**src/rtl/console_pkg.sv**
```systemverilog
// Shared types and constants for the text console writer.
package console_pkg;

  typedef enum logic [2:0] {
    IDLE,
    PUT,
    SCR_RD,
    SCR_WR,
    CLR_ROW,
    CLR
  } state_e;

  localparam logic [7:0] CH_LF = 8'h0A;
  localparam logic [7:0] CH_CR = 8'h0D;
  localparam logic [7:0] CH_BS = 8'h08;
  localparam logic [7:0] CH_FF = 8'h0C;

  localparam int         COLS_DEF = 40;
  localparam int         ROWS_DEF = 25;
  localparam logic [7:0] FILL_DEF = 8'h20;

endpackage

```
**src/rtl/console_addr.sv**
```systemverilog
// Cursor (x,y) to linear character-memory address.
module console_addr #(
  parameter int COLS = 40
) (
  input  logic [5:0] x,
  input  logic [4:0] y,
  output logic [9:0] addr
);

  generate
    if (COLS == 40) begin : g_shift
      // y*40 = y*32 + y*8
      assign addr = {y, 5'b0} + {2'b0, y, 3'b0} + {4'b0, x};
    end else begin : g_mul
      assign addr = 10'(int'(y) * COLS + int'(x));
    end
  endgenerate

endmodule

```
**src/rtl/text_console_writer.sv**
```systemverilog
// Byte-stream console writer: cursor tracking, wrap, newline and scroll
// into the character memory through its write/read port.
module text_console_writer
  import console_pkg::*;
#(
  parameter int         COLS = COLS_DEF,
  parameter int         ROWS = ROWS_DEF,
  parameter logic [7:0] FILL = FILL_DEF
) (
  input  logic       clock,
  input  logic       reset_n,
  input  logic       in_valid,
  input  logic [7:0] in_data,
  output logic       in_ready,
  output logic [9:0] mem_addr,
  output logic [7:0] mem_wdata,
  output logic       mem_we,
  input  logic [7:0] mem_rdata,
  output logic [5:0] cursor_x,
  output logic [4:0] cursor_y,
  output logic       busy
);

  localparam logic [10:0] CELLS_I    = 11'(COLS * ROWS);
  localparam logic [10:0] COLS_I     = 11'(COLS);
  localparam logic [10:0] LAST_ROW_I = 11'(COLS * (ROWS - 1));
  localparam logic [5:0]  X_MAX      = 6'(COLS - 1);
  localparam logic [4:0]  Y_MAX      = 5'(ROWS - 1);

  state_e      state_q, state_d;
  logic [5:0]  x_q, x_d;
  logic [4:0]  y_q, y_d;
  logic [10:0] idx_q, idx_d;
  logic        ph_q, ph_d;
  logic        bs_q, bs_d;
  logic [9:0]  addr_q, addr_d;
  logic [7:0]  wdata_q, wdata_d;
  logic        we_q, we_d;
  logic        rdy_q, rdy_d;
  logic        busy_q, busy_d;

  logic        accept;
  logic        nl;
  logic [5:0]  put_x;
  logic [9:0]  put_addr;

  assign accept = in_valid && rdy_q;
  assign put_x  = (in_data == CH_BS) ? x_q - 6'd1 : x_q;

  console_addr #(.COLS(COLS)) u_addr (
    .x    (put_x),
    .y    (y_q),
    .addr (put_addr)
  );

  // Outputs are registered for the state being entered, so mem_* always
  // describe the action of the current state. Scroll runs read,read,write,write
  // so each write takes mem_rdata from the read issued two cycles earlier;
  // COLS*(ROWS-1) must therefore be even.
  always_comb begin
    state_d = state_q;
    x_d     = x_q;
    y_d     = y_q;
    idx_d   = idx_q;
    ph_d    = ph_q;
    bs_d    = bs_q;
    addr_d  = addr_q;
    wdata_d = wdata_q;
    we_d    = 1'b0;
    nl      = 1'b0;

    case (state_q)
      IDLE: begin
        if (accept) begin
          if (in_data == CH_LF) begin
            x_d = '0;
            nl  = 1'b1;
          end else if (in_data == CH_CR) begin
            x_d = '0;
          end else if (in_data == CH_BS) begin
            if (x_q != 6'd0) begin
              x_d     = put_x;
              bs_d    = 1'b1;
              state_d = PUT;
              we_d    = 1'b1;
              addr_d  = put_addr;
              wdata_d = FILL;
            end
          end else if (in_data == CH_FF) begin
            x_d     = '0;
            y_d     = '0;
            state_d = CLR;
            we_d    = 1'b1;
            addr_d  = '0;
            wdata_d = FILL;
            idx_d   = 11'd1;
          end else if (in_data >= 8'h20) begin
            bs_d    = 1'b0;
            state_d = PUT;
            we_d    = 1'b1;
            addr_d  = put_addr;
            wdata_d = in_data;
          end
        end
      end

      PUT: begin
        state_d = IDLE;
        if (!bs_q) begin
          if (x_q < X_MAX) begin
            x_d = x_q + 6'd1;
          end else begin
            x_d = '0;
            nl  = 1'b1;
          end
        end
      end

      SCR_RD: begin
        if (!ph_q) begin
          addr_d = 10'(idx_q);
          idx_d  = idx_q + 11'd1;
          ph_d   = 1'b1;
        end else begin
          state_d = SCR_WR;
          ph_d    = 1'b0;
          we_d    = 1'b1;
          addr_d  = 10'(idx_q - COLS_I - 11'd2);
          wdata_d = mem_rdata;
        end
      end

      SCR_WR: begin
        if (!ph_q) begin
          ph_d    = 1'b1;
          we_d    = 1'b1;
          addr_d  = 10'(idx_q - COLS_I - 11'd1);
          wdata_d = mem_rdata;
        end else if (idx_q == CELLS_I) begin
          state_d = CLR_ROW;
          ph_d    = 1'b0;
          we_d    = 1'b1;
          addr_d  = 10'(LAST_ROW_I);
          wdata_d = FILL;
          idx_d   = LAST_ROW_I + 11'd1;
        end else begin
          state_d = SCR_RD;
          ph_d    = 1'b0;
          addr_d  = 10'(idx_q);
          idx_d   = idx_q + 11'd1;
        end
      end

      CLR_ROW, CLR: begin
        if (idx_q == CELLS_I) begin
          state_d = IDLE;
        end else begin
          we_d    = 1'b1;
          addr_d  = 10'(idx_q);
          wdata_d = FILL;
          idx_d   = idx_q + 11'd1;
        end
      end

      default: state_d = CLR;
    endcase

    if (nl) begin
      if (y_q < Y_MAX) begin
        y_d     = y_q + 5'd1;
        state_d = IDLE;
      end else begin
        state_d = SCR_RD;
        ph_d    = 1'b0;
        we_d    = 1'b0;
        addr_d  = 10'(COLS_I);
        idx_d   = COLS_I + 11'd1;
      end
    end

    rdy_d  = (state_d == IDLE) && !accept;
    busy_d = (state_d != IDLE);
  end

  always_ff @(posedge clock or negedge reset_n) begin
    if (!reset_n) begin
      state_q <= CLR;
      x_q     <= '0;
      y_q     <= '0;
      idx_q   <= '0;
      ph_q    <= 1'b0;
      bs_q    <= 1'b0;
      addr_q  <= '0;
      wdata_q <= FILL;
      we_q    <= 1'b0;
      rdy_q   <= 1'b0;
      busy_q  <= 1'b1;
    end else begin
      state_q <= state_d;
      x_q     <= x_d;
      y_q     <= y_d;
      idx_q   <= idx_d;
      ph_q    <= ph_d;
      bs_q    <= bs_d;
      addr_q  <= addr_d;
      wdata_q <= wdata_d;
      we_q    <= we_d;
      rdy_q   <= rdy_d;
      busy_q  <= busy_d;
    end
  end

  assign in_ready  = rdy_q;
  assign mem_addr  = addr_q;
  assign mem_wdata = wdata_q;
  assign mem_we    = we_q;
  assign cursor_x  = x_q;
  assign cursor_y  = y_q;
  assign busy      = busy_q;

endmodule
```
**config.mk**
```make
export PLATFORM = sky130hd
export DESIGN_NAME = text_console_writer
export DESIGN_NICKNAME = d
export VERILOG_FILES = /design/src/rtl/console_pkg.sv /design/src/rtl/console_addr.sv /design/src/rtl/text_console_writer.sv
export SDC_FILE = /design/constraint.sdc
export NUM_CORES = 1
export LEC_CHECK = 0
export CORE_ASPECT_RATIO = 1.1
export CORE_UTILIZATION = 43
export DETAILED_ROUTE_END_ITERATION = 12
export PLACE_DENSITY = 0.64
export SYNTH_ARGS = -nofsm -noshare
export SYNTH_HDL_FRONTEND = slang
export SYNTH_HIERARCHICAL = 1
export SYNTH_SLANG_ARGS = --single-unit
```
**constraint.sdc**
```tcl
create_clock -name clock -period 4.49 [get_ports clock]
set_clock_uncertainty 0.05 [all_clocks]
set_input_delay 0.898 -clock clock [delete_from_list [all_inputs] [get_ports clock]]
set_output_delay 0.898 -clock clock [all_outputs]
set_load 0.02 [all_outputs]
```
==> impl_metrics.py, run 1 <==
metrics = {
    "synth": {
        "synth_area_sq_mm": 0.00441,
        "seq_area_frac_synth_pct": 27.3,
        "synth_top_area_share_pct": 25.0,
        "syn_inst": 575,
        "ys_warn_count": 6,
        "synth_edf_count": 0,
        "synth_area_leaders": "dfrtp_1, ha_1, a21oi_1",
        "avgSynthCellArea_sq_um": 7.67,
        "synth_ff_type": "dfrtp_1",
        "synthArstFlopShare_pct": 100,
        "syn_nets": 620,
        "synth_cell_types": 75,
        "yosys_register_bits": 48,
        "yosys.area.top_type": "dfrtp_1",
    },
    "clocking": {
        "cts_buffers": 5,
        "clock_sinks": 48,
        "cts-hold-fix-buffers": 0,
        "insertion_delay_ns": 0.32,
        "cts_max_path_buffers": 2,
        "root_buffer": "clkbuf_8",
        "htreeDepth": 2,
        "cts_tree": "done",
        "clkSlewWorstSetupHoldPaths_ns": 0.10,
    },
    "timing": {
        "grt_setup_unrepaired": "true",
        "period_share_pct": 98.0,
        "fin_ws_ns": 0.0888,
        "worstMarginPinSlew_ns": 1.01,
        "slew_headroom_pct": 32.4,
        "setup_viol": 0,
        "hold_violations": 0,
        "slew_viol_final": 0,
        "clock.fmax_mhz": 227,
        "period_minus_slack_ns": 4.40,
    },
    "final_layout": {
        "instances_no_fill": 745,
        "area_growth_pct": 19.4,
        "fillers": 963,
        "layout.cells.most_common": "nand2_1",
        "finalInstanceArea_sq_mm": 0.00527,
        "n_antenna_cell": 0,
        "final_cell_mix": "nand2_1, a21oi_1, nor2_1",
        "drive_gt1_share_pct": 11.5,
        "nets": 669,
    },
    "power": {
        "p_leak_nw": 2.25,
        "power.total_mw": 0.817,
        "vdd_drop_max_v": 0.000106,
        "power.density_mw_per_mm2": 155,
    },
    "setup_path": {
        "crit_path_start_kind": "input port",
        "worstPathArrival_ns": 4.55,
        "end_kind": "flip-flop",
        "critPathKind": "input port to flip-flop",
        "critPathMaxFanout": 2,
        "critPathRequiredTime_ns": 4.64,
    },
    "place": {
        "gp_congestion": 0.922,
        "hpwl_um": 10400,
        "dp_cells": 736,
        "io_buffers": 50,
        "dpl-instance-area_sq_mm": 0.00515,
        "dpl_worst_slack_ns": -0.604,
    },
    "die": {
        "rows": 38,
        "core_sq_mm": 0.00994,
        "pin_count": 51,
        "die_h_um": 108,
        "die-area_sq_mm": 0.0107,
        "die_x_um": 98.6,
        "start_util_pct": 44.4,
    },
    "hold_path": {
        "holdCritPathClass": "flip-flop to flip-flop",
    },
    "outcome": {
        "status": "finished, final reports clean",
    },
    "route": {
        "wl_per_cell_um": 19.1,
        "drtPass1Iterations": 5,
        "vias_per_cell": 6.24,
        "drcViolationCount": 0,
        "antenna_left": 0,
        "drt_iter0_drc": 444,
        "routed_wl_um": 14200,
        "vias": 4651,
    },
    "global_routing": {
        "grt_pass1_wl_um": 23000,
        "grt_antenna_before_repair": 0,
        "grt_pass1_vias": 4364,
        "gr-total-overflow": 0,
        "track_usage_pct": 27.6,
        "grt_max_degree": 38,
    },
    "job": {
        "maxCapViolCount": 0,
    },
}
==> layout make-up <==
| class | count | area [sq um] | share of cell area [%] |
|---|---|---|---|
| Clock buffer | 6 | 82.6 | 1.57 |
| Multi-Input combinational cell | 461 | 2990 | 56.7 |
| Clock inverter | 2 | 38.8 | 0.736 |
| Tap cell | 120 | 150 | 2.85 |
| Inverter | 28 | 105 | 1.99 |
| Sequential cell | 48 | 1210 | 22.9 |
| Timing Repair Buffer | 80 | 701 | 13.3 |
==> power breakdown <==
part | internal (mW) | switching [mW]
Combinational | 0.0209 | 0.0199
Clock | 0.182 | 0.162
Sequential | 0.432 | 0
Total | 0.635 | 0.182
==> cell usage after synthesis (9+ instances only) <==
cell type / n
nand2b_1: 10
and3_1: 12
nand2_1: 62
nand3_1: 19
a31oi_1: 12
nor2b_1: 9
inv_1: 27
nor3_1: 14
ha_1: 24
clkbuf_1: 23
dfrtp_1: 44
a21oi_1: 56
o21ai_0: 41
a22oi_1: 10
nor2_1: 46
xnor2_1: 19
==> cell families (layout without fill, tap and decap cells) <==
| family | after synthesis | in the layout | share of synthesized area [%] |
|---|---|---|---|
| XOR/XNOR | 27 | 27 | 5.36 |
| multiplexers | 7 | 7 | 1.73 |
| flip-flops | 48 | 48 | 27.3 |
| buffers and inverters | 66 | 116 | 6.07 |
| adder cells (fa/ha/maj) | 26 | 26 | 7.71 |
| AO/OA/AOI/OAI | 194 | 194 | 28.4 |
| AND/OR/NAND/NOR | 207 | 207 | 23.4 |
==> through the flow <==
stage               setup TNS (ns)  hold slack [ns]  utilization (%)
finish                           0            0.476             53.0
global route                -0.164            0.486             53.0
CTS                              0            0.477             52.9
detailed placement           -1.83            0.454             51.8
global placement             -1.58            0.448             51.8
floorplan                   -0.186            0.432                -
==> timing repair <==
action | 4_1_cts | 5_1_grt
endpoints found under the hold margin | 0 | 0
gates cloned | 0 | 0
buffers inserted | 1 | 0
setup endpoints to repair | 3 | 3
resized for setup | 26 | 3
pin swaps | 13 | 12
==> registers in the layout, summed over array words and instances, names as in the netlist <==
name / count
idx_q: 11
mem_addr: 10
mem_wdata: 8
cursor_x: 6
cursor_y: 5
state_q: 3
bs_q: 1
busy: 1
in_ready: 1
mem_we: 1
ph_q: 1
==> critical path, stage by stage <==
cell and delay, ns:
buf_6 0.09, or3_4 0.37, or3_4 0.38, or4_4 0.45, nor3_4 0.20, xor2_1 0.17
inv_1 0.07, fa_1 0.56, inv_2 0.06, ha_4 0.22, a211oi_2 0.18, o21bai_1 0.09
a21oi_2 0.13, xnor2_1 0.07, a221o_1 0.36, a221oi_2 0.17, nor3_1 0.07
==> layer usage <==
metal | GRT usage [%] | vias up | routed length, um
met4 | 12.3 | 0 | 480
li1 | - | 2185 | -
met5 | 0 | - | 0
met3 | 4.40 | 33 | 925
met2 | 45.5 | 213 | 6840
met1 | 35.8 | 2220 | 5960
==> final timing paths <==
path	slack, ns	depth (start not counted)	end	from
setup reg to reg	0.85	14	mem_addr[9]$_DFF_PN0_	cursor_x[2]$_DFFE_PN0P_
max in group asynchronous	2.93	2	mem_wdata[5]$_DFFE_PN1P_	reset_n
hold / removal	0.48	1	bs_q$_DFFE_PN0P_	bs_q$_DFFE_PN0P_
hold reg to reg	0.48	1	bs_q$_DFFE_PN0P_	bs_q$_DFFE_PN0P_
setup / recovery	0.09	17	mem_addr[9]$_DFF_PN0_	in_data[0]
min in group asynchronous	0.66	1	cursor_x[3]$_DFFE_PN0P_	reset_n
(Power assumes the default switching activity.)
==> run 2: changes to the inputs <==
--- a/config.mk
+++ b/config.mk
@@ -9,6 +9,7 @@
 export CORE_UTILIZATION = 43
 export DETAILED_ROUTE_END_ITERATION = 12
 export PLACE_DENSITY = 0.64
+export SLEW_MARGIN = 20
 export SYNTH_ARGS = -nofsm -noshare
 export SYNTH_HDL_FRONTEND = slang
 export SYNTH_HIERARCHICAL = 1
==> results of run 2 <==
The final DEF is identical to that of run 1; final timing and power are the same.
